==> src/rtl/cdb_pkg.sv <==
// Shared types and constants for the CDB writeback stage.
package cdb_pkg;

    localparam int CDB_DATA_W = 32;
    localparam int CDB_TAG_W  = 6;

    localparam logic SRC_ALU = 1'b0;
    localparam logic SRC_LS  = 1'b1;

    typedef struct packed {
        logic [CDB_TAG_W-1:0]  tag;
        logic [CDB_DATA_W-1:0] data;
    } cdb_result_t;

endpackage

==> src/rtl/cdb_writeback_if.sv <==
// Result-producer handshakes and CDB broadcast bundle for cdb_writeback.
interface cdb_writeback_if
    import cdb_pkg::*;
#(
    parameter int DATA_W = CDB_DATA_W,
    parameter int TAG_W  = CDB_TAG_W
);
    logic              alu_valid;
    logic [TAG_W-1:0]  alu_tag;
    logic [DATA_W-1:0] alu_data;
    logic              alu_ready;

    logic              ls_valid;
    logic [TAG_W-1:0]  ls_tag;
    logic [DATA_W-1:0] ls_data;
    logic              ls_ready;

    logic              cdb_valid;
    logic [TAG_W-1:0]  cdb_tag;
    logic [DATA_W-1:0] cdb_data;
    logic              cdb_src;

    modport master (
        output alu_valid, alu_tag, alu_data,
        output ls_valid, ls_tag, ls_data,
        input  alu_ready, ls_ready,
        input  cdb_valid, cdb_tag, cdb_data, cdb_src
    );

    modport slave (
        input  alu_valid, alu_tag, alu_data,
        input  ls_valid, ls_tag, ls_data,
        output alu_ready, ls_ready,
        output cdb_valid, cdb_tag, cdb_data, cdb_src
    );

endinterface

==> src/rtl/wb_fifo.sv <==
// Small circular-buffer FIFO holding completed results for one execution unit.
module wb_fifo #(
    parameter int DEPTH = 2,
    parameter int WIDTH = 38
) (
    input  logic             clk,
    input  logic             rst,
    input  logic             flush,
    input  logic             push_valid,
    input  logic [WIDTH-1:0] push_data,
    output logic             ready,
    input  logic             pop,
    output logic             head_valid,
    output logic [WIDTH-1:0] head_data
);
    localparam int PTR_W = $clog2(DEPTH);
    localparam int CNT_W = PTR_W + 1;

    logic [WIDTH-1:0] mem_q [DEPTH];
    logic [WIDTH-1:0] mem_d [DEPTH];
    logic [PTR_W-1:0] wr_ptr_q, wr_ptr_d;
    logic [PTR_W-1:0] rd_ptr_q, rd_ptr_d;
    logic [CNT_W-1:0] count_q, count_d;
    logic             do_push;
    logic             do_pop;

    // Ready looks only at occupancy, so a full FIFO stays unready even while popping.
    assign ready      = count_q < CNT_W'(DEPTH);
    assign head_valid = count_q != '0;
    assign head_data  = mem_q[rd_ptr_q];
    assign do_push    = push_valid && ready;
    assign do_pop     = pop && head_valid;

    always_comb begin
        mem_d    = mem_q;
        wr_ptr_d = wr_ptr_q;
        rd_ptr_d = rd_ptr_q;
        count_d  = count_q;
        if (flush) begin
            wr_ptr_d = '0;
            rd_ptr_d = '0;
            count_d  = '0;
        end else begin
            if (do_push) begin
                mem_d[wr_ptr_q] = push_data;
                wr_ptr_d        = wr_ptr_q + PTR_W'(1);
            end
            if (do_pop) begin
                rd_ptr_d = rd_ptr_q + PTR_W'(1);
            end
            count_d = count_q + CNT_W'(do_push) - CNT_W'(do_pop);
        end
    end

    always_ff @(posedge clk) begin
        if (rst) begin
            wr_ptr_q <= '0;
            rd_ptr_q <= '0;
            count_q  <= '0;
        end else begin
            wr_ptr_q <= wr_ptr_d;
            rd_ptr_q <= rd_ptr_d;
            count_q  <= count_d;
        end
    end

    always_ff @(posedge clk) begin
        mem_q <= mem_d;
    end

endmodule

==> src/rtl/cdb_writeback.sv <==
// Merges ALU and load/store results onto a registered common data bus,
// one result per cycle, alternating priority under contention.
module cdb_writeback
    import cdb_pkg::*;
#(
    parameter int DATA_W = CDB_DATA_W,
    parameter int TAG_W  = CDB_TAG_W,
    parameter int DEPTH  = 2
) (
    input  logic            clk,
    input  logic            rst,
    input  logic            flush,
    cdb_writeback_if.slave  bus
);
    localparam int ENT_W = TAG_W + DATA_W;

    logic [ENT_W-1:0]  alu_head;
    logic [ENT_W-1:0]  ls_head;
    logic              alu_ne;
    logic              ls_ne;
    logic              alu_pop;
    logic              ls_pop;

    logic              prio_q, prio_d;
    logic              cdb_valid_q, cdb_valid_d;
    logic [TAG_W-1:0]  cdb_tag_q, cdb_tag_d;
    logic [DATA_W-1:0] cdb_data_q, cdb_data_d;
    logic              cdb_src_q, cdb_src_d;

    wb_fifo #(.DEPTH(DEPTH), .WIDTH(ENT_W)) u_alu_fifo (
        .clk        (clk),
        .rst        (rst),
        .flush      (flush),
        .push_valid (bus.alu_valid),
        .push_data  ({bus.alu_tag, bus.alu_data}),
        .ready      (bus.alu_ready),
        .pop        (alu_pop),
        .head_valid (alu_ne),
        .head_data  (alu_head)
    );

    wb_fifo #(.DEPTH(DEPTH), .WIDTH(ENT_W)) u_ls_fifo (
        .clk        (clk),
        .rst        (rst),
        .flush      (flush),
        .push_valid (bus.ls_valid),
        .push_data  ({bus.ls_tag, bus.ls_data}),
        .ready      (bus.ls_ready),
        .pop        (ls_pop),
        .head_valid (ls_ne),
        .head_data  (ls_head)
    );

    // prio=0 favours the ALU; it only flips on cycles where both heads compete.
    assign alu_pop = alu_ne && (!ls_ne || !prio_q);
    assign ls_pop  = ls_ne && (!alu_ne || prio_q);

    always_comb begin
        prio_d      = prio_q;
        cdb_valid_d = 1'b0;
        cdb_tag_d   = cdb_tag_q;
        cdb_data_d  = cdb_data_q;
        cdb_src_d   = cdb_src_q;
        if (flush) begin
            prio_d = 1'b0;
        end else begin
            if (alu_ne && ls_ne) begin
                prio_d = !prio_q;
            end
            if (alu_pop) begin
                cdb_valid_d = 1'b1;
                cdb_tag_d   = alu_head[ENT_W-1:DATA_W];
                cdb_data_d  = alu_head[DATA_W-1:0];
                cdb_src_d   = SRC_ALU;
            end else if (ls_pop) begin
                cdb_valid_d = 1'b1;
                cdb_tag_d   = ls_head[ENT_W-1:DATA_W];
                cdb_data_d  = ls_head[DATA_W-1:0];
                cdb_src_d   = SRC_LS;
            end
        end
    end

    always_ff @(posedge clk) begin
        if (rst) begin
            prio_q      <= 1'b0;
            cdb_valid_q <= 1'b0;
            cdb_tag_q   <= '0;
            cdb_data_q  <= '0;
            cdb_src_q   <= SRC_ALU;
        end else begin
            prio_q      <= prio_d;
            cdb_valid_q <= cdb_valid_d;
            cdb_tag_q   <= cdb_tag_d;
            cdb_data_q  <= cdb_data_d;
            cdb_src_q   <= cdb_src_d;
        end
    end

    assign bus.cdb_valid = cdb_valid_q;
    assign bus.cdb_tag   = cdb_tag_q;
    assign bus.cdb_data  = cdb_data_q;
    assign bus.cdb_src   = cdb_src_q;

endmodule

==> src/flat_wrapper.sv <==
// flat-port wrapper written by rule: the top's interface ports become plain ports
module cdb_writeback_flat import cdb_pkg::*;
#(
    parameter int DATA_W = CDB_DATA_W,
    parameter int TAG_W  = CDB_TAG_W,
    parameter int DEPTH  = 2
)
  (clk, rst, flush, bus_alu_valid, bus_alu_tag, bus_alu_data, bus_ls_valid, bus_ls_tag, bus_ls_data, bus_alu_ready, bus_ls_ready, bus_cdb_valid, bus_cdb_tag, bus_cdb_data, bus_cdb_src);
  cdb_writeback_if #(.DATA_W(DATA_W), .TAG_W(TAG_W)) bus_i ();
  input  logic clk;
  input  logic rst;
  input  logic flush;
  input wire logic [$bits(bus_i.alu_valid)-1:0] bus_alu_valid;
  input wire logic [$bits(bus_i.alu_tag)-1:0] bus_alu_tag;
  input wire logic [$bits(bus_i.alu_data)-1:0] bus_alu_data;
  input wire logic [$bits(bus_i.ls_valid)-1:0] bus_ls_valid;
  input wire logic [$bits(bus_i.ls_tag)-1:0] bus_ls_tag;
  input wire logic [$bits(bus_i.ls_data)-1:0] bus_ls_data;
  output wire logic [$bits(bus_i.alu_ready)-1:0] bus_alu_ready;
  output wire logic [$bits(bus_i.ls_ready)-1:0] bus_ls_ready;
  output wire logic [$bits(bus_i.cdb_valid)-1:0] bus_cdb_valid;
  output wire logic [$bits(bus_i.cdb_tag)-1:0] bus_cdb_tag;
  output wire logic [$bits(bus_i.cdb_data)-1:0] bus_cdb_data;
  output wire logic [$bits(bus_i.cdb_src)-1:0] bus_cdb_src;
  assign bus_i.alu_valid = bus_alu_valid;
  assign bus_i.alu_tag = bus_alu_tag;
  assign bus_i.alu_data = bus_alu_data;
  assign bus_i.ls_valid = bus_ls_valid;
  assign bus_i.ls_tag = bus_ls_tag;
  assign bus_i.ls_data = bus_ls_data;
  assign bus_alu_ready = bus_i.alu_ready;
  assign bus_ls_ready = bus_i.ls_ready;
  assign bus_cdb_valid = bus_i.cdb_valid;
  assign bus_cdb_tag = bus_i.cdb_tag;
  assign bus_cdb_data = bus_i.cdb_data;
  assign bus_cdb_src = bus_i.cdb_src;
  cdb_writeback #(.DATA_W(DATA_W), .TAG_W(TAG_W), .DEPTH(DEPTH)) u_core (.clk(clk), .rst(rst), .flush(flush), .bus(bus_i));
endmodule
==> config.mk <==
export PLATFORM = sky130hd
export DESIGN_NAME = cdb_writeback_flat
export DESIGN_NICKNAME = d
export VERILOG_FILES = /design/src/rtl/cdb_pkg.sv /design/src/rtl/cdb_writeback_if.sv /design/src/rtl/wb_fifo.sv /design/src/rtl/cdb_writeback.sv /design/src/flat_wrapper.sv
export SDC_FILE = /design/constraint.sdc
export NUM_CORES = 1
export LEC_CHECK = 0
export ABC_AREA = 1
export BUFFER_PORTS_ARGS = -buffer_cell sky130_fd_sc_hd__buf_2
export CAP_MARGIN = 20
export CORE_MARGIN = 4
export CORE_UTILIZATION = 39
export DETAILED_ROUTE_END_ITERATION = 10
export MAX_ROUTING_LAYER = met4
export PLACE_DENSITY = 0.7
export SYNTH_ARGS = -nofsm -noshare
export SYNTH_HDL_FRONTEND = slang
export SYNTH_SLANG_ARGS = --single-unit
==> constraint.sdc <==
create_clock -name clk -period 8 [get_ports clk]
set_input_delay 0.8 -clock clk [delete_from_list [all_inputs] [get_ports clk]]
set_output_delay 0.8 -clock clk [all_outputs]
set_load 0.01 [all_outputs]
==> out/results.tsv <==
metric	value	unit
clk_skew	5.267	ps
Diodes inserted	0	
Worst Path Arrival	3410	ps
nets	968	
Worst EP required	8430	ps
sequential standard cell area	0.005547	mm^2
largest net degree at the start of global routing	52	
Design Area, Final	0.009572	mm^2
DR pass1 iterations	5	
clk slew on worst S/H paths	60	ps
Fmax	334.9	MHz
P_sw	0.5959	mW
latest clock arrival within the worst-skew pair	490	ps
Crit path max-delay family	simple AND/OR/NAND/NOR gates	
status	completed	
initial core utilization	0.3955	
CTS Root Buffer Type	clkbuf_16	
first-pass GRT wire length	27160	um
non-filler instance count after layout	1169	
htree depth	1	
Pwr Density	259.0	mW/mm^2
io pins	123	
Post-Syn Area per Cell	10.46	um^2
DRC violations left	0	
maximum net fanout on the critical path	41	
combinational share of power	0.113	
largest area contributor in the netlist	edfxtp_1	
placed instance count	1129	
Mapped Area	0.008003	mm^2
CP endpoint kind	register	
Layout fillers	1873	
Post-CTS Setup Repair Bufs	0	
Flop pwr share	0.489	
worst hold path class	reg2reg	
area of the multi-input gates	0.002052	mm^2
die area	0.02288	mm^2
Crit path largest cell delay	610	ps
routability cong.	0.7932	
Overall Global Routing Usage	0.1574	
highest ir drop seen on vdd	167.2	uV
drt wl/cell	15.16	um
Post-Route WL	17720	um
hold_buf cts	0	
row cnt	52	
Fin Setup TNS	0	ps
Slew Viols, Final	0	
vias in the first global route	5291	
PostCTS Resize Cnt	0	
clock sink total	201	
critical path's slowest cell	nand2_2	
Final period util	0.3732	
cts bufs inserted	22	
startpoint types	register	
1st-iter DRT viols	286	
Worst slew margin	0.2807	
Hold Violations, Final	0	
share of cells above drive strength 1	0.1924	
routed vias	5486	
Post-DP Area	0.008851	mm^2
Post-Synthesis Net Count	850	
final hold slack	465.1	ps
number of max-cap violations	0	
Bufs and invs on worst path	3	
slew of the pin with the lowest slew margin	1073	ps
setup violators final	0	
DP HPWL	11770	um
core area	0.02023	mm^2
CP cell instances	nor2_1, inv_2, nand2_2, inv_2, ha_1, inv_1, ha_1, or2_2, a21oi_1	
sequential share of the synthesized area	0.6929	
Yosys top cell area share	0.5704	
I/O Buffers	122	
Setup CP Type	reg2reg	
YS warnings	0	
top post-synthesis cells by area	edfxtp_1, nand2_1, dfxtp_1	
vias per cell	4.693	
RSZ-0062 raised after global routing	false	
Mapped Cells	765	
deepest clock path buffer count	3	
Net Sw Frac	0.2404	
Die Y-Extent	151.2	um
initial antenna violation count	0	
Area Growth Syn to Fin	19.61	%
post-synthesis cell type count	23	
fin crit period	2986	ps
TritonCTS clock tree	done	
Routed Antenna Nets	0	
FF+latch count, synth	201	
die width	151.2	um
Int Power	1.883	mW
Leak	4.180	nW
Clk network pwr share	0.398	
gr ovfl total	0	
## stage by stage
| step | util | setup slack [ps] | power (mW) |
|---|---|---|---|
| after floorplan | - | 4007 | 1.416 |
| after global placement | 0.4374 | 5072 | 1.511 |
| after detailed placement | 0.4374 | 4988 | 1.518 |
| after CTS | 0.4730 | 4970 | 2.508 |
| after global routing | 0.4730 | 4776 | 2.592 |
| final | 0.4730 | 5014 | 2.479 |
## kinds of logic after synthesis
group	synth area share
XOR/XNOR	0.002189
flip-flops	0.6929
adder cells (fa/ha/maj)	0.006254
AND/OR/NAND/NOR	0.2033
buffers and inverters	0.05441
AO/OA/AOI/OAI	0.04096
## layout make-up
| class | count | share of cell area |
|---|---|---|
| sequential | 201 | 0.5795 |
| multi-input combinational | 462 | 0.2144 |
| timing repair buffer | 129 | 0.06928 |
| clock buffer | 32 | 0.06889 |
| tap | 270 | 0.03529 |
| inverter | 67 | 0.02627 |
| clock inverter | 8 | 0.006405 |
## final timing paths
check | slack (ps) | endpoint | depth (start not counted) | startpoint
setup / recovery | 5010 | u_core.u_alu_fifo.count_q[1]$_SDFF_PP0_ | 9 | u_core.u_alu_fifo.count_q[1]$_SDFF_PP0_
hold / removal | 470 | u_core.bus.cdb_tag[0]$_SDFFE_PP0P_ | 2 | u_core.bus.cdb_tag[0]$_SDFFE_PP0P_
setup reg to reg | 5010 | u_core.u_alu_fifo.count_q[1]$_SDFF_PP0_ | 9 | u_core.u_alu_fifo.count_q[1]$_SDFF_PP0_
hold reg to reg | 470 | u_core.bus.cdb_tag[0]$_SDFFE_PP0P_ | 2 | u_core.bus.cdb_tag[0]$_SDFFE_PP0P_
## cell usage after synthesis
master	number
inv_2	3
a21oi_1	18
dfxtp_1	49
xnor2_1	2
nand2_1	301
buf_4	2
nand3_1	52
or2_2	2
buf_6	3
nand2_2	1
clkbuf_1	12
and2_0	12
inv_1	63
nor2_1	34
nor3_1	3
o21ai_0	5
a21oi_2	1
o21ai_2	1
buf_2	18
o21a_1	26
ha_1	4
clkinv_1	1
edfxtp_1	152
## layout by cell type, fill, tap and decap left out
master,synthesis,routed
a21oi_1,18,18
and2_0,12,12
buf_4,2,7
xnor2_1,2,2
or2_2,2,2
nor3_2,0,3
clkinv_2,0,1
nor2_4,0,1
clkbuf_1,12,4
inv_1,63,63
edfxtp_1,152,152
o21a_1,26,26
nor2_1,34,33
a21oi_4,0,1
o21ai_0,5,5
dfxtp_2,0,1
clkinv_1,1,6
nand3_1,52,52
buf_2,18,122
inv_2,3,3
o21ai_2,1,1
clkbuf_8,0,5
bufinv_16,0,1
ha_1,4,4
clkinvlp_4,0,1
clkbuf_16,0,23
dfxtp_1,49,48
nand2_1,301,301
nand2_2,1,1
## registers in the layout, summed over array words and instances, names as in the netlist
| name | flops |
|---|---|
| u_core.bus.cdb_data | 32 |
| u_core.bus.cdb_src | 1 |
| u_core.bus.cdb_tag | 6 |
| u_core.bus.cdb_valid | 1 |
| u_core.prio_q | 1 |
| u_core.u_alu_fifo.count_q | 2 |
| u_core.u_alu_fifo.mem_q | 76 |
| u_core.u_alu_fifo.rd_ptr_q | 1 |
| u_core.u_alu_fifo.wr_ptr_q | 1 |
| u_core.u_ls_fifo.count_q | 2 |
| u_core.u_ls_fifo.mem_q | 76 |
| u_core.u_ls_fifo.rd_ptr_q | 1 |
| u_core.u_ls_fifo.wr_ptr_q | 1 |
## power groups by stage
stage               clock network (mW)  logic [mW]  registers [mW]
floorplan                            0       0.176            1.24
global placement                     0       0.280            1.23
detailed placement                   0       0.285            1.23
CTS                               1.01       0.286            1.21
global route                      1.06       0.319            1.22
finish                           0.986       0.281            1.21
## routing by layer
layer / share of wire / global-route usage / vias to the layer above / wire length [um]
li1: - / - / 2728 / -
met1: 0.44 / 0.2092 / 2560 / 7805
met2: 0.47 / 0.2527 / 168 / 8408
met3: 0.066 / 0.03172 / 30 / 1162
met4: 0.019 / 0.03354 / 0 / 341
met5: 0 / - / - / 0
## worst min-delay path, delay by kind of cell (launching register included)
family           cells  cell delay (ps)
flip-flops           1              300
AO/OA/AOI/OAI        1               60
AND/OR/NAND/NOR      1               60
(Power assumes the default switching activity.)
